`src/rtl/noc_pkg.sv`:
```
// Definitions shared by the NoC switch blocks: packet type codes, link width and
// the output-port FSM states.
package noc_pkg;

  localparam int W = 8;

  localparam logic [2:0] READ_RESP  = 3'b011;
  localparam logic [2:0] WRITE_RESP = 3'b100;
  localparam logic [2:0] MESSAGE    = 3'b101;

  typedef enum logic [1:0] {
    IDLE     = 2'd0,
    GRANT    = 2'd1,
    ACK_WAIT = 2'd2,
    STREAM   = 2'd3
  } out_port_state_t;

  // True for the packet type codes that may appear in a header byte.
  function automatic logic pkt_type_known(input logic [2:0] t);
    return (t == READ_RESP) || (t == WRITE_RESP) || (t == MESSAGE);
  endfunction

endpackage

```
`src/rtl/rr_arbiter.sv`:
```
// Round-robin pick: first asserted request at or after ptr, wrapping cyclically.
// Purely combinational; the caller owns the pointer.
module rr_arbiter #(
  parameter int N_IN  = 4,
  parameter int IDX_W = (N_IN > 1) ? $clog2(N_IN) : 1
) (
  input  logic [N_IN-1:0]  req,
  input  logic [IDX_W-1:0] ptr,
  output logic [IDX_W-1:0] idx,
  output logic             any
);

  // Doubling the vector turns the cyclic search into a linear scan starting at ptr.
  logic [2*N_IN-1:0] req_dbl;
  logic              found;

  assign req_dbl = {req, req};
  assign any     = |req;

  always_comb begin
    idx   = '0;
    found = 1'b0;
    for (int k = 0; k < N_IN; k++) begin
      if (!found && req_dbl[int'(ptr) + k]) begin
        found = 1'b1;
        idx   = IDX_W'((int'(ptr) + k) % N_IN);
      end
    end
  end

endmodule

```
`src/rtl/switch_out_port.sv`:
```
// NoC switch output port: round-robin grant to one input FIFO, hold it for the
// whole packet and forward its byte stream onto the link with one register stage.
module switch_out_port #(
  parameter int N_IN        = 4,
  parameter int ACK_TIMEOUT = 8,
  parameter int W           = noc_pkg::W
) (
  input  logic            clk,
  input  logic            reset,
  input  logic [N_IN-1:0]   in_empty,
  input  logic [N_IN-1:0]   in_choose_next,
  input  logic [N_IN*W-1:0] in_data,
  input  logic [N_IN-1:0]   in_cntl,
  output logic [N_IN-1:0]   grant,
  output logic [W-1:0]      out_data,
  output logic              out_cntl,
  output logic              out_valid,
  output logic              busy,
  output logic [15:0]       pkt_count
);

  import noc_pkg::*;

  localparam int IDX_W = (N_IN > 1) ? $clog2(N_IN) : 1;
  localparam int TMR_W = (ACK_TIMEOUT > 1) ? $clog2(ACK_TIMEOUT) : 1;

  out_port_state_t   state_q, state_d;
  logic [IDX_W-1:0]  sel_q, sel_d;
  logic [IDX_W-1:0]  rr_ptr_q, rr_ptr_d;
  logic [TMR_W-1:0]  timer_q, timer_d;
  logic [15:0]       pkt_count_q, pkt_count_d;
  logic [W-1:0]      out_data_q, out_data_d;
  logic              out_cntl_q, out_cntl_d;
  logic              out_valid_q, out_valid_d;

  logic [W-1:0]      in_bytes [N_IN];
  logic [IDX_W-1:0]  arb_idx;
  logic              arb_any;
  logic [IDX_W-1:0]  sel_inc;

  genvar gi;
  generate
    for (gi = 0; gi < N_IN; gi++) begin : g_unpack
      assign in_bytes[gi] = in_data[gi*W +: W];
    end
  endgenerate

  rr_arbiter #(
    .N_IN  (N_IN),
    .IDX_W (IDX_W)
  ) u_arb (
    .req (~in_empty),
    .ptr (rr_ptr_q),
    .idx (arb_idx),
    .any (arb_any)
  );

  // After serving (or abandoning) sel, the search starts at the next port.
  assign sel_inc = (sel_q == IDX_W'(N_IN - 1)) ? '0 : sel_q + 1'b1;

  always_comb begin
    state_d     = state_q;
    sel_d       = sel_q;
    rr_ptr_d    = rr_ptr_q;
    timer_d     = timer_q;
    pkt_count_d = pkt_count_q;
    out_data_d  = '0;
    out_cntl_d  = 1'b1;
    out_valid_d = 1'b0;
    case (state_q)
      IDLE: begin
        if (arb_any) begin
          state_d = GRANT;
          sel_d   = arb_idx;
        end
      end
      GRANT: begin
        state_d = ACK_WAIT;
        timer_d = '0;
      end
      ACK_WAIT: begin
        if (in_choose_next[sel_q]) begin
          state_d = STREAM;
        end else if (timer_q == TMR_W'(ACK_TIMEOUT - 1)) begin
          state_d  = IDLE;
          rr_ptr_d = sel_inc;
        end else begin
          timer_d = timer_q + 1'b1;
        end
      end
      STREAM: begin
        // The byte presented alongside the falling choose_next is the last one.
        out_data_d  = in_bytes[sel_q];
        out_cntl_d  = in_cntl[sel_q];
        out_valid_d = 1'b1;
        if (!in_choose_next[sel_q]) begin
          state_d     = IDLE;
          rr_ptr_d    = sel_inc;
          pkt_count_d = pkt_count_q + 16'd1;
        end
      end
      default: state_d = IDLE;
    endcase
  end

  always_ff @(posedge clk) begin
    if (reset) begin
      state_q     <= IDLE;
      sel_q       <= '0;
      rr_ptr_q    <= '0;
      timer_q     <= '0;
      pkt_count_q <= '0;
      out_data_q  <= '0;
      out_cntl_q  <= 1'b1;
      out_valid_q <= 1'b0;
    end else begin
      state_q     <= state_d;
      sel_q       <= sel_d;
      rr_ptr_q    <= rr_ptr_d;
      timer_q     <= timer_d;
      pkt_count_q <= pkt_count_d;
      out_data_q  <= out_data_d;
      out_cntl_q  <= out_cntl_d;
      out_valid_q <= out_valid_d;
    end
  end

  assign grant     = (state_q == GRANT) ? (N_IN'(1) << sel_q) : '0;
  assign busy      = (state_q != IDLE);
  assign out_data  = out_data_q;
  assign out_cntl  = out_cntl_q;
  assign out_valid = out_valid_q;
  assign pkt_count = pkt_count_q;

endmodule

```
`config.mk`:
```
export PLATFORM = sky130hd
export DESIGN_NAME = switch_out_port
export DESIGN_NICKNAME = d
export VERILOG_FILES = /design/src/rtl/noc_pkg.sv /design/src/rtl/rr_arbiter.sv /design/src/rtl/switch_out_port.sv
export SDC_FILE = /design/constraint.sdc
export NUM_CORES = 1
export LEC_CHECK = 0
export ABC_AREA = 1
export CAP_MARGIN = 20
export CORE_AREA = 8 8 93 95
export DETAILED_ROUTE_END_ITERATION = 10
export DIE_AREA = 0 0 101 103
export SKIP_LAST_GASP = 1
export SYNTH_ARGS = -nofsm -noshare
export SYNTH_HDL_FRONTEND = slang
export SYNTH_SLANG_ARGS = --single-unit
```
`constraint.sdc`:
```
create_clock -name clk -period 3.95 [get_ports clk]
set_input_delay 1.185 -clock clk [delete_from_list [all_inputs] [get_ports clk]]
set_output_delay 1.185 -clock clk [all_outputs]
set_load 0.05 [all_outputs]
```
* After elaboration in Yosys (flattened, before gate mapping) *
Index checks and enable logic that the tools add are counted.

storage, ports and cells
  input bits = 46
  output and inout bits = 31
  bits in registers = 35
  logic and storage cells = 93

cells by class
  equality and inequality tests = 11
  muxes and demuxes = 40
  reduce and logical (&&, ||, !) cells = 17
  shifts and indexed selects = 1
  magnitude comparators = 6
  bitwise operators = 4
  add/subtract/negate cells = 6

operators with widths
  operator                                                               number
  32-bit by 5-bit < comparator with 1-bit output, second input constant  3
  2-bit 2-to-1 mux                                                       12
  16-bit by 1-bit adder with 16-bit output, second input constant        1
  8-bit binary-select mux with 2-bit select                              1
  8-bit 2-to-1 mux                                                       2
  1-bit 2-to-1 mux                                                       13
  2-bit inequality test, second input constant                           5
  1-bit binary-select mux with 3-bit select                              3
  2-bit one-hot mux with 4 select lines                                  1
  2-bit by 2-bit adder with 3-bit output, second input constant          2
  1-bit binary-select mux with 2-bit select                              3
  2-bit equality test, second input constant                             3
  3-bit 2-to-1 mux                                                       2
  3-bit one-hot mux with 2 select lines                                  1
  3-bit AND reduction                                                    2
  2-bit nonzero test                                                     3
  2-bit by 4-bit < comparator with 1-bit output, second input constant   1
  4-bit 2-to-1 mux                                                       1
  4-bit NOT                                                              1
  2-bit one-hot mux with 2 select lines                                  1
  2-bit AND reduction                                                    2
  4-bit AND reduction                                                    1
  4-bit OR reduction                                                     1
  1-bit by 2-bit << shifter with 4-bit output, first input constant      1
  14 further kinds                                                       19

* Logic depth before layout (Yosys ltp) *
  word-level depth = 13
  depth in mapped cells = 10
  gate-level depth less buffers = 10

* Cells and area by module *
Synthesis repeated with hierarchy kept, for this count alone.

second synthesis, totals
  cells, all modules = 362
  area total of the unflattened synthesis = 2278.4 um^2

by module, submodules not included
  module           instances  cells each  area each (um^2)  seq. area each (um^2)
  switch_out_port  1          313         2030.7            700.7
  rr_arbiter       1          49          247.7             0.0

* Least setup slack after synthesis *
OpenSTA, ideal clock, no wires.

  path kind = register to output
  from = reg sel_q[0]
  to = out grant[2]
  stages on the path, launching flop included = 7
  arrival time = 1.687 ns
  data required time = 2.765 ns
  path slack = 1.078 ns
  path through = dfxtp_1 inv_2 clkbuf_1 buf_2 ha_1 inv_1 nor2_1

between the ends
  longest elaborated chain between the ends = 2

ends and longest elaborated chain
  element                                      RTL line                source
  start: declaration                           switch_out_port.sv:28   logic [IDX_W-1:0] sel_q, sel_d;
  start signal: assignment                     switch_out_port.sv:118  sel_q <= sel_d;
  1-bit by 2-bit << shifter with 4-bit output  switch_out_port.sv:128  assign grant = (state_q == GRANT) ? (N_IN'(1) << sel_q) : '0;
  4-bit 2-to-1 mux                             switch_out_port.sv:128
  end: declaration                             switch_out_port.sv:14   output logic [N_IN-1:0] grant,

Every way passes these cells.

* Worst setup path in the final report *
  from = reg sel_q[1]
  to = out grant[0]

The elaborated chain is that of the path after synthesis.

==> impl_metrics.ini <==
[setup_path]
cp_data_required_time_ps = 2760
worstSetupEndpointType = primary output
r2r_cells = 8
crit_family = buffers and inverters
critPathBufInv = 4
r2r_slack_ps = 2100
worst-endpoint-arrival_ps = 2110
slowest_stage = clkdlybuf4s50_1
path_class = flop to primary output
worstPathCellList = buf_4 -> inv_2 -> ha_1 -> inv_1 -> nor2_1 -> clkdlybuf4s50_1
crit_path_max_fanout = 11
critPathMaxStageDelay_ps = 810
path_depth = 6
worstSetupStartpointType = flop

[sta]
fmax_ghz = 0.303
layout_setup_ws_ps = 651
grt_setup_unrepaired = no
fin_tns_setup_ps = 0
slew_headroom = 0.646
skew_ps = 10.8
finalSetupViolCount = 0
min_period_ps = 3300
hold_violations = 0
slew_violations = 0
worst_slew_pin_slew_ps = 530
timing.final.crit_share = 0.835

[power]
ir_drop_uv = 122
p_total_mw = 1.00
power_density_nw_per_um2 = 328
cellLeakagePower_nw = 1.21

[floorplan]
die_w_um = 101
dieArea_um2 = 10400
ios = 77
start_util = 0.295
die_h_um = 103
rows = 31
coreArea_um2 = 7140

[grt]
grt_pass1_wl_um = 10400
grt_max_degree = 23
grt_pass1_vias = 2217
overflow = 0
grt.total_usage = 0.124
antenna_found_initial = 0

[clocking]
clkLatencyLatePin_ps = 290
cts_sinks = 35
cts_tree = done
hold_buffers = 0
cts_root_buffer = clkbuf_8
clock_path_buffers = 2
post_cts_buffers = 0
path_clk_slew_ps = 70
numCtsBuffers = 5
htreeDepth = 2
cts_resized = 0

[yosys]
syn_area_per_cell_um2 = 6.16
yosysUniqueCellTypes = 24
synth-seq-cells = 35
ys_seq_area_frac = 0.332
synth_async_sr_flop_share = 0
ys_top_cells_by_area = dfxtp_1, nand2_1, nor2_1, a21oi_1, o21ai_0
synth_warnings = 0
syn_inst = 342
ys.flop_type = dfxtp_1
synth_edf_count = 0
synth_top_area_cell = dfxtp_1
netlist.area_leader.share = 0.332
netlist_area_um2 = 2110
syn-num-nets = 395

[routing]
drtIter0Drc = 123
firstDrtPassIters = 4
drtAntennaViolNets = 0
drt-wirelength-per-cell_um = 12.5
via_per_inst = 4.55
drc_errors = 0
via_count = 2356
wirelength_um = 6450

[finish]
nets = 471
finalInstanceArea_um2 = 3050
drive_gt1_frac = 0.0430
multi_input_area_um2 = 1240
n_fill_cell = 788
ff_latch_area_um2 = 701
n_antenna_cell = 0
syn_to_final_growth_pct = 44.8

[placement]
post-dp-hpwl_um = 4960
gp_congestion = 0.881
dp_slack_ps = 948
placedInstanceArea_um2 = 2970
port_buffers = 76

[min_path]
hold_depth = 1
hp-class = flop to flop

[flow_run]
drv_cap = 0

[outcome]
status = complete, no violations
## cell type report
type | count | area share
inverters | 33 | 0.0406
well taps | 99 | 0.0406
multi-input cells | 264 | 0.405
clock buffers | 6 | 0.0238
flip-flops and latches | 35 | 0.230
clock inverters | 2 | 0.00410
repair buffers | 79 | 0.257
## worst paths after layout
path	from	endpoint
worst max-delay path	sel_q[1]	grant[0]
worst min register to register	timer_q[0]	timer_q[0]
worst max register to register	sel_q[1]	pkt_count[2]
worst min-delay path	timer_q[0]	timer_q[0]
## through the flow
stage	utilization	hold WS, ps	std cells
after global routing	0.428	495	518
after CTS	0.428	464	518
after detailed placement	0.416	454	510
after floorplan	-	432	342
after global placement	0.416	452	510
final	0.428	463	518
## routing by layer
| layer | global-route usage | up-vias | routed length, um |
|---|---|---|---|
| met1 | 0.162 | 1035 | 3090 |
| met2 | 0.193 | 76 | 2780 |
| met5 | 0 | - | 0 |
| li1 | - | 1243 | - |
| met4 | 0.0435 | 0 | 46 |
| met3 | 0.0331 | 2 | 538 |
## placed cells by master, fill, tap and decap left out
cell type	instances
a21oi_1	28
a21oi_4	1
a31oi_1	2
a32o_1	1
and3_1	1
buf_4	3
clkbuf_1	1
clkbuf_8	5
clkdlybuf4s50_1	76
clkinv_2	1
clkinvlp_4	1
dfxtp_1	35
ha_1	7
inv_1	28
inv_2	5
nand2_1	91
nand2_2	1
nand3_1	19
nand3_2	1
nand4_1	2
nor2_1	64
nor3_1	7
nor4_1	1
o21ai_0	24
o21ai_1	7
xnor2_1	2
xor2_1	5
## flip-flops by register name, summed over array words and instances, names as in the netlist
name	cells
out_data	8
out_cntl	1
rr_ptr_q	2
sel_q	2
pkt_count	16
out_valid	1
timer_q	3
state_q	2
## worst reg2reg max path, stage by stage, from the launching register on
cell and delay [ps]:
dfxtp_1 350, buf_4 190, inv_2 170, nand3_2 140, nand2_1 130, nand3_1 350
o21ai_1 250, nand2_1 60, a31oi_1 140
## power by group
group | internal (mW) | total (mW) | switching [mW]
logic | 0.135 | 0.353 | 0.218
clock network | 0.123 | 0.257 | 0.133
registers | 0.371 | 0.391 | 0.0191
total | 0.630 | 1.00 | 0.370
## logic make-up (layout without fill, tap and decap cells)
family	after synthesis	after routing	share of synthesized area
xor+xnor	7	7	0.0291
fa+ha+maj	7	7	0.0415
buf+inv	43	120	0.0813
compound gates	63	63	0.158
simple gates	187	187	0.357
flops	35	35	0.332
## synthesized netlist by cell type, types with 2 or more instances
cell,n
nand2_1,91
nor2_1,64
dfxtp_1,35
a21oi_1,28
inv_1,28
o21ai_0,24
nand3_1,19
ha_1,7
nor3_1,7
o21ai_1,7
clkbuf_1,6
inv_2,5
xor2_1,5
a31oi_1,2
buf_2,2
buf_4,2
nand4_1,2
xnor2_1,2
No activity file was read; power rests on OpenSTA's default activity.
